`src/rtl/hv_pkg.sv`:
```
// Shared HPU hypervector types: rotate direction and the default word type.
package hv_pkg;

    typedef enum logic {ROT_R = 1'b0, ROT_L = 1'b1} rot_dir_t;

    localparam int HV_WIDTH = 32;
    typedef logic [HV_WIDTH-1:0] hv_word_t;

endpackage

```
`src/rtl/hv_rotate_stage.sv`:
```
// One pipeline stage of the right-rotate barrel: applies levels [LO,HI) and
// registers word, amount, last and valid with local bubble-collapsing load logic.
module hv_rotate_stage
    import hv_pkg::*;
#(
    parameter int WIDTH = 32,
    parameter int SHW   = 5,
    parameter int LO    = 0,
    parameter int HI    = 5
) (
    input  logic             clk,
    input  logic             rstn,
    input  logic             in_valid,
    output logic             in_ready,
    input  logic [WIDTH-1:0] in_data,
    input  logic [SHW-1:0]   in_amt,
    input  logic             in_last,
    output logic             out_valid,
    input  logic             out_ready,
    output logic [WIDTH-1:0] out_data,
    output logic [SHW-1:0]   out_amt,
    output logic             out_last
);

    logic [WIDTH-1:0] rot;

    // Empty level range (LO >= HI) simply passes the word through.
    always_comb begin
        rot = in_data;
        for (int l = LO; l < HI; l++) begin
            if (in_amt[l])
                rot = (rot >> (1 << l)) | (rot << (WIDTH - (1 << l)));
        end
    end

    assign in_ready = !out_valid || out_ready;

    always_ff @(posedge clk or negedge rstn) begin
        if (!rstn) begin
            out_valid <= 1'b0;
            out_data  <= '0;
            out_amt   <= '0;
            out_last  <= 1'b0;
        end else if (in_ready) begin
            out_valid <= in_valid;
            if (in_valid) begin
                out_data <= rot;
                out_amt  <= in_amt;
                out_last <= in_last;
            end
        end
    end

endmodule

```
`src/rtl/hv_rotate_pipe.sv`:
```
// Streaming cyclic rotator: left rotates are folded into right rotates at the
// input, then PIPE chained barrel stages finish the job under valid/ready flow.
module hv_rotate_pipe
    import hv_pkg::*;
#(
    parameter int WIDTH = 32,
    parameter int AMT_W = 32,
    parameter int PIPE  = 2
) (
    input  logic                      clk,
    input  logic                      rstn,
    input  logic                      s_valid,
    output logic                      s_ready,
    input  logic [WIDTH-1:0]          s_data,
    input  logic [AMT_W-1:0]          s_amt,
    input  logic                      s_dir,
    input  logic                      s_last,
    output logic                      m_valid,
    input  logic                      m_ready,
    output logic [WIDTH-1:0]          m_data,
    output logic                      m_last,
    output logic [$clog2(PIPE+1)-1:0] in_flight
);

    localparam int SHW = $clog2(WIDTH);
    localparam int L   = (SHW + PIPE - 1) / PIPE;

    logic [PIPE:0]            vld_pipe;
    logic [PIPE:0]            rdy_pipe;
    logic [PIPE:0][WIDTH-1:0] dat;
    logic [PIPE:0][SHW-1:0]   amt;
    logic [PIPE:0]            lst;
    logic [SHW-1:0]           a;
    logic [SHW-1:0]           a_neg;
    logic                     acc;
    logic                     emit;
    logic                     unused_amt;

    // Left by a == right by (WIDTH - a) mod WIDTH, which is just -a in SHW bits.
    assign a     = s_amt[SHW-1:0];
    assign a_neg = '0 - a;

    assign vld_pipe[0] = s_valid;
    assign dat[0]      = s_data;
    assign amt[0]      = (rot_dir_t'(s_dir) == ROT_L) ? a_neg : a;
    assign lst[0]      = s_last;
    assign s_ready     = rdy_pipe[0];

    assign rdy_pipe[PIPE] = m_ready;
    assign m_valid        = vld_pipe[PIPE];
    assign m_data         = dat[PIPE];
    assign m_last         = lst[PIPE];

    for (genvar k = 0; k < PIPE; k++) begin : g_stage
        localparam int LO = (k * L < SHW) ? k * L : SHW;
        localparam int HI = ((k + 1) * L < SHW) ? (k + 1) * L : SHW;

        hv_rotate_stage #(
            .WIDTH (WIDTH),
            .SHW   (SHW),
            .LO    (LO),
            .HI    (HI)
        ) u_stage (
            .clk       (clk),
            .rstn      (rstn),
            .in_valid  (vld_pipe[k]),
            .in_ready  (rdy_pipe[k]),
            .in_data   (dat[k]),
            .in_amt    (amt[k]),
            .in_last   (lst[k]),
            .out_valid (vld_pipe[k+1]),
            .out_ready (rdy_pipe[k+1]),
            .out_data  (dat[k+1]),
            .out_amt   (amt[k+1]),
            .out_last  (lst[k+1])
        );
    end

    assign acc  = s_valid && s_ready;
    assign emit = m_valid && m_ready;

    always_ff @(posedge clk or negedge rstn) begin
        if (!rstn)
            in_flight <= '0;
        else if (acc && !emit)
            in_flight <= in_flight + 1'b1;
        else if (!acc && emit)
            in_flight <= in_flight - 1'b1;
    end

    assign unused_amt = ^{s_amt[AMT_W-1:SHW], amt[PIPE]};

endmodule

```
`config.mk`:
```
export PLATFORM = sky130hd
export DESIGN_NAME = hv_rotate_pipe
export DESIGN_NICKNAME = d
export VERILOG_FILES = /design/src/rtl/hv_pkg.sv /design/src/rtl/hv_rotate_stage.sv /design/src/rtl/hv_rotate_pipe.sv
export SDC_FILE = /design/constraint.sdc
export NUM_CORES = 1
export LEC_CHECK = 0
export CAP_MARGIN = 30
export CORE_ASPECT_RATIO = 0.7
export CORE_UTILIZATION = 30
export DETAILED_ROUTE_END_ITERATION = 7
export SYNTH_ARGS = -nofsm -noshare
export SYNTH_HDL_FRONTEND = slang
export SYNTH_SLANG_ARGS = --single-unit
```
`constraint.sdc`:
```
create_clock -name clk -period 1.54 [get_ports clk]
set_input_delay 0.308 -clock clk [delete_from_list [all_inputs] [get_ports clk]]
set_output_delay 0.308 -clock clk [all_outputs]
set_load 0.03 [all_outputs]
```
== Word level (Yosys, flattened, before mapping) ==
Index checks and enable logic that the tools add are counted.
W data, S select, Z words.

* Register bits after elaboration: 75
* Input port bits: 70
* Output and inout port bits: 37

* $add $sub $neg: 3
* Mux-type cells: 8
* Bitwise gates (word level): 5
* Reductions and logical operators: 13

{| class="wikitable"
|+ Operator list
! cell !! count
|-
| $mux W32 || 5
|-
| $or A16 B32 Y32 || 1
|-
| $or A24 B32 Y32 || 1
|-
| $or A28 B32 Y32 || 1
|-
| $or A30 B32 Y32 || 1
|-
| $or A31 B32 Y32 || 1
|-
| $mux W5 || 1
|-
| $sub A1 B5 Y5 const A || 1
|-
| $logic_and A1 B1 Y1 || 4
|-
| $logic_not A1 Y1 || 4
|-
| $mux W2 || 2
|-
| $reduce_and A2 Y1 || 2
|-
| $add A2 B1 Y2 const B || 1
|-
| $logic_or A1 B1 Y1 || 2
|-
| $reduce_bool A2 Y1 || 1
|-
| $sub A2 B1 Y2 const B || 1
|}

== Longest topological paths before layout ==
Gate-level depths: netlist (run 1).

* Word-level depth: 8
* Mapped depth: 8
* Depth with buffers taken out: 7

== Cells and area by module ==
A second synthesis (run 1) with hierarchy kept.

* Cell total of the unflattened synthesis: 428
* Area total of the unflattened synthesis: 4,974.8 µm²

{| class="wikitable"
|+ Modules (own cells, without submodules)
! module !! instances !! cells each !! area each (µm²) !! sequential area each (µm²)
|-
| hv_rotate_stage at g_stage[0].u_stage || 1 || 241 || 2,770.2 || 975.9
|-
| hv_rotate_stage at g_stage[1].u_stage || 1 || 166 || 2,014.4 || 975.9
|-
| hv_rotate_pipe || 1 || 21 || 190.2 || 50.0
|}

== Least setup slack after synthesis (run 1) ==
Ideal clock, no wire load.

* Path type: input to register
* Start: input s_amt[0]
* End: register g_stage[0].u_stage.out_data[0]
* Arrival: 2.297 ns
* Data required time: 1.414 ns
* Slack: -0.883 ns
* Stages on the path: 8
* Buffers on the path: 2
* Path through: inv_2 buf_2 ha_1 mux2i_1 buf_2 mux4_2 and3_1 a221o_1

* Longest elaborated chain between the ends: 7

{| class="wikitable"
|+ RTL lines
! item !! line !! text
|-
| start, declared || hv_rotate_pipe.sv:15 || <nowiki>input logic [AMT_W-1:0] s_amt,</nowiki>
|-
| $sub A1 B5 Y5 || hv_rotate_pipe.sv:41 || <nowiki>assign a_neg = '0 - a;</nowiki>
|-
| $mux W5 * || hv_rotate_pipe.sv:45 || <nowiki>assign amt[0] = (rot_dir_t'(s_dir) == ROT_L) ? a_neg : a;</nowiki>
|-
| $mux W32 || hv_rotate_stage.sv:31 || <nowiki>if (in_amt[l])</nowiki>
|-
| $or A30 B32 Y32 || hv_rotate_stage.sv:32 || <nowiki>rot = (rot >> (1 << l)) | (rot << (WIDTH - (1 << l)));</nowiki>
|-
| $mux W32 || hv_rotate_stage.sv:31 ||
|-
| $or A28 B32 Y32 || hv_rotate_stage.sv:32 ||
|-
| $mux W32 * || hv_rotate_stage.sv:31 ||
|-
| end signal, assigned || hv_rotate_stage.sv:47 || <nowiki>out_data <= rot;</nowiki>
|-
| end, declared || hv_rotate_stage.sv:20 || <nowiki>output logic [WIDTH-1:0] out_data,</nowiki>
|}

Every way passes the cells marked *; elsewhere a longest branch is shown, timed or not.
A chain may end at the register's enable or synchronous reset.

== Worst setup path after layout (run 1) ==
* Start: input s_amt[0]
* End: register g_stage[0].u_stage.out_data[1]

Same word-level chain as after synthesis.

==> reports/qor.txt, run 1 <==
Path class of the lowest-slack min-delay path - primary input to async pin
Clk sinks - 72
Data required time of the critical path - 1.76 ns
Combinational family with the most area after synthesis - multiplexers
Critical Path Most Common Cell - buf_12
Cell variety after synth - 21
Post-route core utilization - 0.409
Cell breakdown of the critical path - buf_12 -> inv_16 -> ha_4 -> mux2i_4 -> buf_12 -> mux4_2 -> and3_4 -> a221o_1
Minimum setup slack in the final design - -0.169 ns
Highest Clock Rate - 0.585 GHz
Cts-stage hold buffer count - 0
Wire length of the first global-routing pass - 19,000 um
H-tree level count - 3
Net count after synthesis - 399
Initial standard-cell utilization of the core - 0.314
Total negative slack - -3.21 ns
Maximum Capacitance Violations - 0
Layout-stage area growth over the synthesis result - 30.4%
Clock slew at reported path FFs - 0.05 ns
Synth top area cells - dfrtp_1 38%, mux4_2 31%, mux2_2 7.9%
Share of Yosys cell area claimed by the top area cell type - 0.383
Fraction of the cycle the final worst path needs - 1.11
Proportion of layout cells with a drive suffix above 1 - 0.429
TritonCTS clock tree - done
Yosys Warn Count - 0
Clock skew - 0.00747 ns
Via total after detailed routing - 3,316
Vias in the first global route - 3,222
HPWL after DPL - 8840 um
Parity-gate share of the synthesized area counting xor and xnor cells - 0.0112
Boundary pin count - 107
Instance count of the mapped netlist - 327
Cell with the biggest individual delay on the critical path - mux4_2
Clock Tree Root - clkbuf_16
Worst slew margin relative to its limit - 0.739
Fraction of the yosys area taken by sequential cells - 0.383
Mean post-synth cell area - 14.4 um^2
Die extent in x - 152 um
Number of placed cells counting well taps - 563
Logic depth of the worst register-to-register path - 3
Placeable Area - 0.0150 mm^2
Post-detailed-route DRC marker count - 0
RSZ-0062 raised after global routing - true
Insertion delay of the later-clocked pin in the worst-skew pair - 0.34 ns
Maximum number of pins on one net before global-route repair - 73
GPL Wtd Cong - 0.809
Complex-gate fraction of the synthesized area - 0.0734
Post-route antenna net violation count - 0
Ant. Diodes - 0
Reg-to-reg endpoint - g_stage[1].u_stage.out_data[23]
Multiplexer share of the synthesized area - 0.387
Setup-violating endpoint count in the final report - 54
Die outline area - 0.0162 mm^2
Time the worst path needs with I/O delays and setup - 1.71 ns
Post-Layout Cell Count - 589
Type of destination of the critical path - flip-flop
Critical-path maximum fanout - 7
Measured slew at the worst slew-check pin - 0.391 ns
Vias per std cell - 5.63
Drt first-iter violations - 251
Arithmetic-cell share of the synthesized area counting full adders, half adders and majority gates - 0.00532
Final hold viol count - 0
Post-synthesis sequential element count - 72
Inserted Clock Buffers - 9
Peak ir drop on the vdd network - 0.000612 V
Sum of routed wire length over all layers - 12,200 um
Iteration count of the initial detailed-routing pass - 5
Crit-path leading delay family - multiplexers
Startpoint types - primary input
Mapped Area - 0.00471 mm^2
Result of the run - finished with violations
Violations in the final reports - setup timing
Sum of internal, switching and leakage power - 9.00 mW
WP data arrival - 1.93 ns
Total congestion overflow - 0
Count of buffer and inverter cells on the critical path - 3
Leakage power total - 2.58 nW
Simple logic cell fraction of the synthesized area - 0.0574
Setup slack of the most critical reg-to-reg path - -0.04 ns
Number of core rows - 37
R2R Path Start - g_stage[0].u_stage.out_amt[3]
Final worst hold slack - 0.00372 ns
Total count of max-transition violations in the final report - 0
Total global routing track utilization - 0.159
Power density of the placed cells - 1470 mW/mm^2
Number of antenna violations at the first check in global routing - 0
CP Class - primary input to flip-flop
Port bufs - 79
Maximum clock insertion buffer count - 2
Cell taking the most area after synthesis - dfrtp_1
Die Span Y - 107 um
NumNets Final - 462
Post-detailed-route wirelength per cell - 20.7 um
Maximum single-stage delay on the critical path - 0.55 ns
-- cell usage in the layout (no fill, tap or decap), types with 2 or more instances in the layout --
cell type	Yosys	final
and3_1	32	24
nand2b_1	4	4
buf_8	0	2
buf_4	33	21
buf_6	0	5
o21ai_0	2	2
clkbuf_2	0	2
clkbuf_8	0	2
buf_12	0	7
and3_4	0	8
clkinvlp_4	0	2
o31ai_1	2	2
clkdlybuf4s50_1	0	37
dfrtp_2	0	3
a221o_1	32	32
mux4_2	64	64
mux2_2	33	30
clkbuf_1	13	2
nor2_1	2	2
ha_4	0	2
dfrtp_1	72	69
mux2_4	0	3
nand2_1	8	7
clkbuf_16	0	9
dlygate4sd2_1	0	36
xor2_1	4	4
xnor2_1	2	2
-- layout make-up --
cell class / count / area [um^2]
Timing Repair Buffer: 113 / 1140
Multi-Input combinational cell: 189 / 2610
Clock buffer: 13 / 260
Fill cell: 1391 / 8860
Clock inverter: 2 / 15.0
Sequential cell: 72 / 1810
Timing Repair inverter: 1 / 8.76
Inverter: 4 / 46.3
Tap cell: 195 / 244
-- per-layer routing --
layer	vias to the layer above	share of wire	routed length (um)	global-route usage
li1	1426	-	-	-
met5	-	0	0	0
met3	6	0.089	1090	0.0468
met2	152	0.41	4970	0.206
met4	0	0.0030	37	0.0255
met1	1732	0.50	6120	0.257
-- report_power, final --
part           leakage, nW  switching [mW]  internal (mW)  total, mW
Sequential           0.880           0.591           2.55       3.14
Combinational         1.57            1.95           1.98       3.93
Clock                0.128           0.766           1.17       1.94
-- cell usage after synthesis (all sizes together) --
| cell type | instances |
|---|---|
| buf | 49 |
| a221o | 32 |
| mux4 | 64 |
| and3 | 32 |
| mux2i | 1 |
| o31ai | 2 |
| o21ai | 2 |
| clkbuf | 13 |
| inv | 4 |
| ha | 2 |
| xor2 | 4 |
| nand2 | 8 |
| mux2 | 33 |
| dfrtp | 72 |
| nand3b | 1 |
| nand2b | 4 |
| nor2 | 2 |
| xnor2 | 2 |
-- sequential cells by signal, indices dropped and copies added (netlist names) --
name,flops
g_stage.u_stage.out_amt,2
g_stage.u_stage.out_data,64
g_stage.u_stage.out_last,2
g_stage.u_stage.out_valid,2
in_flight,2
-- cells by family (layout without fill, tap and decap cells) --
logic type	after synthesis	after routing
multiplexers	98	98
flip-flops	72	72
buffers and inverters	66	133
AND/OR/NAND/NOR	47	47
AO/OA/AOI/OAI	36	36
XOR/XNOR	6	6
adder cells (fa/ha/maj)	2	2
-- per-stage QoR --
step	setup WS [ns]	instance area, um^2
final	-0.169	6140
after global routing	-0.180	6140
after CTS	-0.252	6080
after detailed placement	-1.04	5660
after global placement	-1.04	5660
after floorplan	-0.426	4850
-- how the worst max path moves through the flow --
| stage | from | cells after the start | end |
|---|---|---|---|
| 2_1_floorplan | s_amt[0] | 7 | g_stage[0].u_stage.out_data[1] |
| 3_3_place_gp | s_amt[0] | 9 | g_stage[0].u_stage.out_data[6] |
| 3_5_place_dp | s_amt[0] | 9 | g_stage[0].u_stage.out_data[6] |
| 4_1_cts | s_amt[0] | 9 | g_stage[0].u_stage.out_data[1] |
| 5_1_grt | s_amt[1] | 8 | g_stage[0].u_stage.out_data[1] |
| 6_report | s_amt[0] | 8 | g_stage[0].u_stage.out_data[1] |
-- worst reg2reg max path, cell delays in order, from the launching register on --
cell and delay, ns:
dfrtp_2 0.48, buf_12 0.18, mux4_2 0.53, mux2_4 0.28
-- timing repair --
action                                  4_1_cts  5_1_grt
resized for setup                            63       27
cloned                                        4        1
endpoints found under the hold margin         0        0
buffers inserted                              7        2
pin swaps                                     2        4
endpoints found under the setup margin       95       57
No activity file was read; power rests on OpenSTA's default activity.
==> run 2: changes to the inputs <==
--- a/config.mk
+++ b/config.mk
@@ -11,4 +11,5 @@
 export DETAILED_ROUTE_END_ITERATION = 7
 export SYNTH_ARGS = -nofsm -noshare
 export SYNTH_HDL_FRONTEND = slang
+export SYNTH_HIERARCHICAL = 1
 export SYNTH_SLANG_ARGS = --single-unit
==> run 2 against run 1 <==
The flow finishes with violations (hold timing, setup timing). Worst setup slack improved by 0.046 ns. Fmax rose by 2.8%. Via count rose by 27%. Critical path type is now flip-flop to flip-flop.
==> reports/qor.txt, run 2 <==
Post-detailed-route wirelength per cell - 23.7 um
Placeable Area - 0.0150 mm^2
TritonCTS clock tree - done
Wire length of the first global-routing pass - 24,700 um
Leakage power total - 3.08 nW
GRT busiest layer - met1
Placed inst area - 0.00623 mm^2
Post-route antenna net violation count - 0
Mean post-synth cell area - 11.4 um^2
Time the worst path needs with I/O delays and setup - 1.66 ns
Data required time of the critical path - 1.80 ns
Insertion delay of the later-clocked pin in the worst-skew pair - 0.34 ns
Type of destination of the critical path - flip-flop
Highest Clock Rate - 0.601 GHz
Ant. Diodes - 0
Peak ir drop on the vdd network - 0.000612 V
Inserted Clock Buffers - 9
Total congestion overflow - 0
Total global routing track utilization - 0.203
Global Route met1 Usage - 0.294
Number of core rows - 37
Clock skew - 0.00694 ns
HPWL after DPL - 10,400 um
Path class of the lowest-slack min-delay path - primary input to async pin
Die outline area - 0.0161 mm^2
Sum of internal, switching and leakage power - 10.5 mW
Number of flip-flops in the largest register - 64
Setup-violating endpoint count in the final report - 56
H-tree level count - 3
RSZ-0062 raised after global routing - true
Clk sinks - 72
WP data arrival - 1.92 ns
Power density of the placed cells - 1330 mW/mm^2
Violations in the final reports - hold timing, setup timing
Maximum Capacitance Violations - 0
Iteration count of the initial detailed-routing pass - 5
Measured slew at the worst slew-check pin - 0.524 ns
Vias in the first global route - 4,239
Worst slew margin relative to its limit - 0.640
Net count after synthesis - 483
Startpoint types - flip-flop
Sum of routed wire length over all layers - 17,000 um
Maximum number of pins on one net before global-route repair - 73
Number of antenna violations at the first check in global routing - 0
Via total after detailed routing - 4,214
Clock slew at reported path FFs - 0.06 ns
Boundary pin count - 107
Largest register by flop count - g_stage.u_stage/out_data
Result of the run - finished with violations
Final hold viol count - 9
Cell with the biggest individual delay on the critical path - or3_4
Initial standard-cell utilization of the core - 0.313
Total count of max-transition violations in the final report - 0
Cell breakdown of the critical path - nor2b_4 -> buf_4 -> buf_12 -> or3_4 -> clkbuf_16 -> o221ai_2
Post-detailed-route DRC marker count - 0
Top library cells by usage in the layout, fill and taps aside - 71 x dfrtp_1, 43 x o21ai_0, 37 x dlygate4sd2_1
GPL Wtd Cong - 0.841
Routing usage on met3 - 0.0553
Vias per std cell - 5.87
Critical-path maximum fanout - 8
Die extent in x - 151 um
Fraction of the cycle the final worst path needs - 1.08
CP Class - flip-flop to flip-flop
Minimum setup slack in the final design - -0.123 ns
Final worst hold slack - -0.0182 ns
Yosys Warn Count - 6
Port bufs - 79
Layout-stage area growth over the synthesis result - 67.6%
Mapped Area - 0.00469 mm^2
Maximum single-stage delay on the critical path - 0.43 ns
Setup slack of the most critical reg-to-reg path - -0.12 ns
Drt first-iter violations - 206
Maximum clock insertion buffer count - 2
Most common library cell in the layout ignoring fill and taps - dfrtp_1
Clock Tree Root - clkbuf_16
Proportion of layout cells with a drive suffix above 1 - 0.514
NumNets Final - 590
Post-route cell area - 0.00786 mm^2
Crit-path leading delay family - simple AND/OR/NAND/NOR gates
Instance count of the mapped netlist - 411
Die Span Y - 107 um
Grt met2 use - 0.291
Count of buffer and inverter cells on the critical path - 3
## run 2: cell type report
type                       count  area, um^2
timing repair buffer         140        1700
fill                        1228        7100
multi-input combinational    288        3690
tap                          195         244
sequential                    72        1800
inverter                       7        46.3
clock buffer                   9         225
clock inverter                 7         143
## run 2: final timing paths
kind,from,endpoint,cells after the start
setup / recovery,g_stage[1].u_stage/out_valid,g_stage[1].u_stage/out_data[0],6
hold / removal,rstn,in_flight[0],2
setup reg to reg,g_stage[1].u_stage/out_valid,g_stage[1].u_stage/out_data[0],6
hold reg to reg,in_flight[1],in_flight[1],1
max in group asynchronous,rstn,g_stage[0].u_stage/out_data[3],2
min in group clk,in_flight[1],in_flight[1],1
## run 2: through the flow
step                      hold slack (ns)  setup slack [ns]   util  TNS, ns  instances
after detailed placement            0.373            -0.886  0.417   -43.41        673
after CTS                          0.0134           -0.0922  0.470   -0.286        706
after global routing               0.0248            -0.205  0.525    -5.78        718
final                             -0.0182            -0.123  0.525    -3.45        718
after floorplan                    0.0124            -0.337      -    -4.15        411
after global placement              0.366            -0.864  0.417   -41.69        673
## run 2: routing by layer
metal  part of all wire  vias to the layer above
li1                   -                     1879
met1               0.45                     2143
met2               0.46                      169
met3              0.072                       23
met4              0.014                        0
met5                  0                        -
## run 2: report_power, final
| group | switching (mW) | internal, mW | total, mW |
|---|---|---|---|
| logic | 2.84 | 2.13 | 4.96 |
| clock network | 0.859 | 1.75 | 2.61 |
| registers | 0.452 | 2.45 | 2.91 |
## run 2: repair_timing
item / CTS / global route
setup buffers: 13 / 5
endpoints found under the hold margin: 0 / 0
pin swaps: 14 / 50
setup endpoints to repair: 105 / 70
cloned: 7 / 9
resized for setup: 98 / 105
hold buffers: 0 / 0
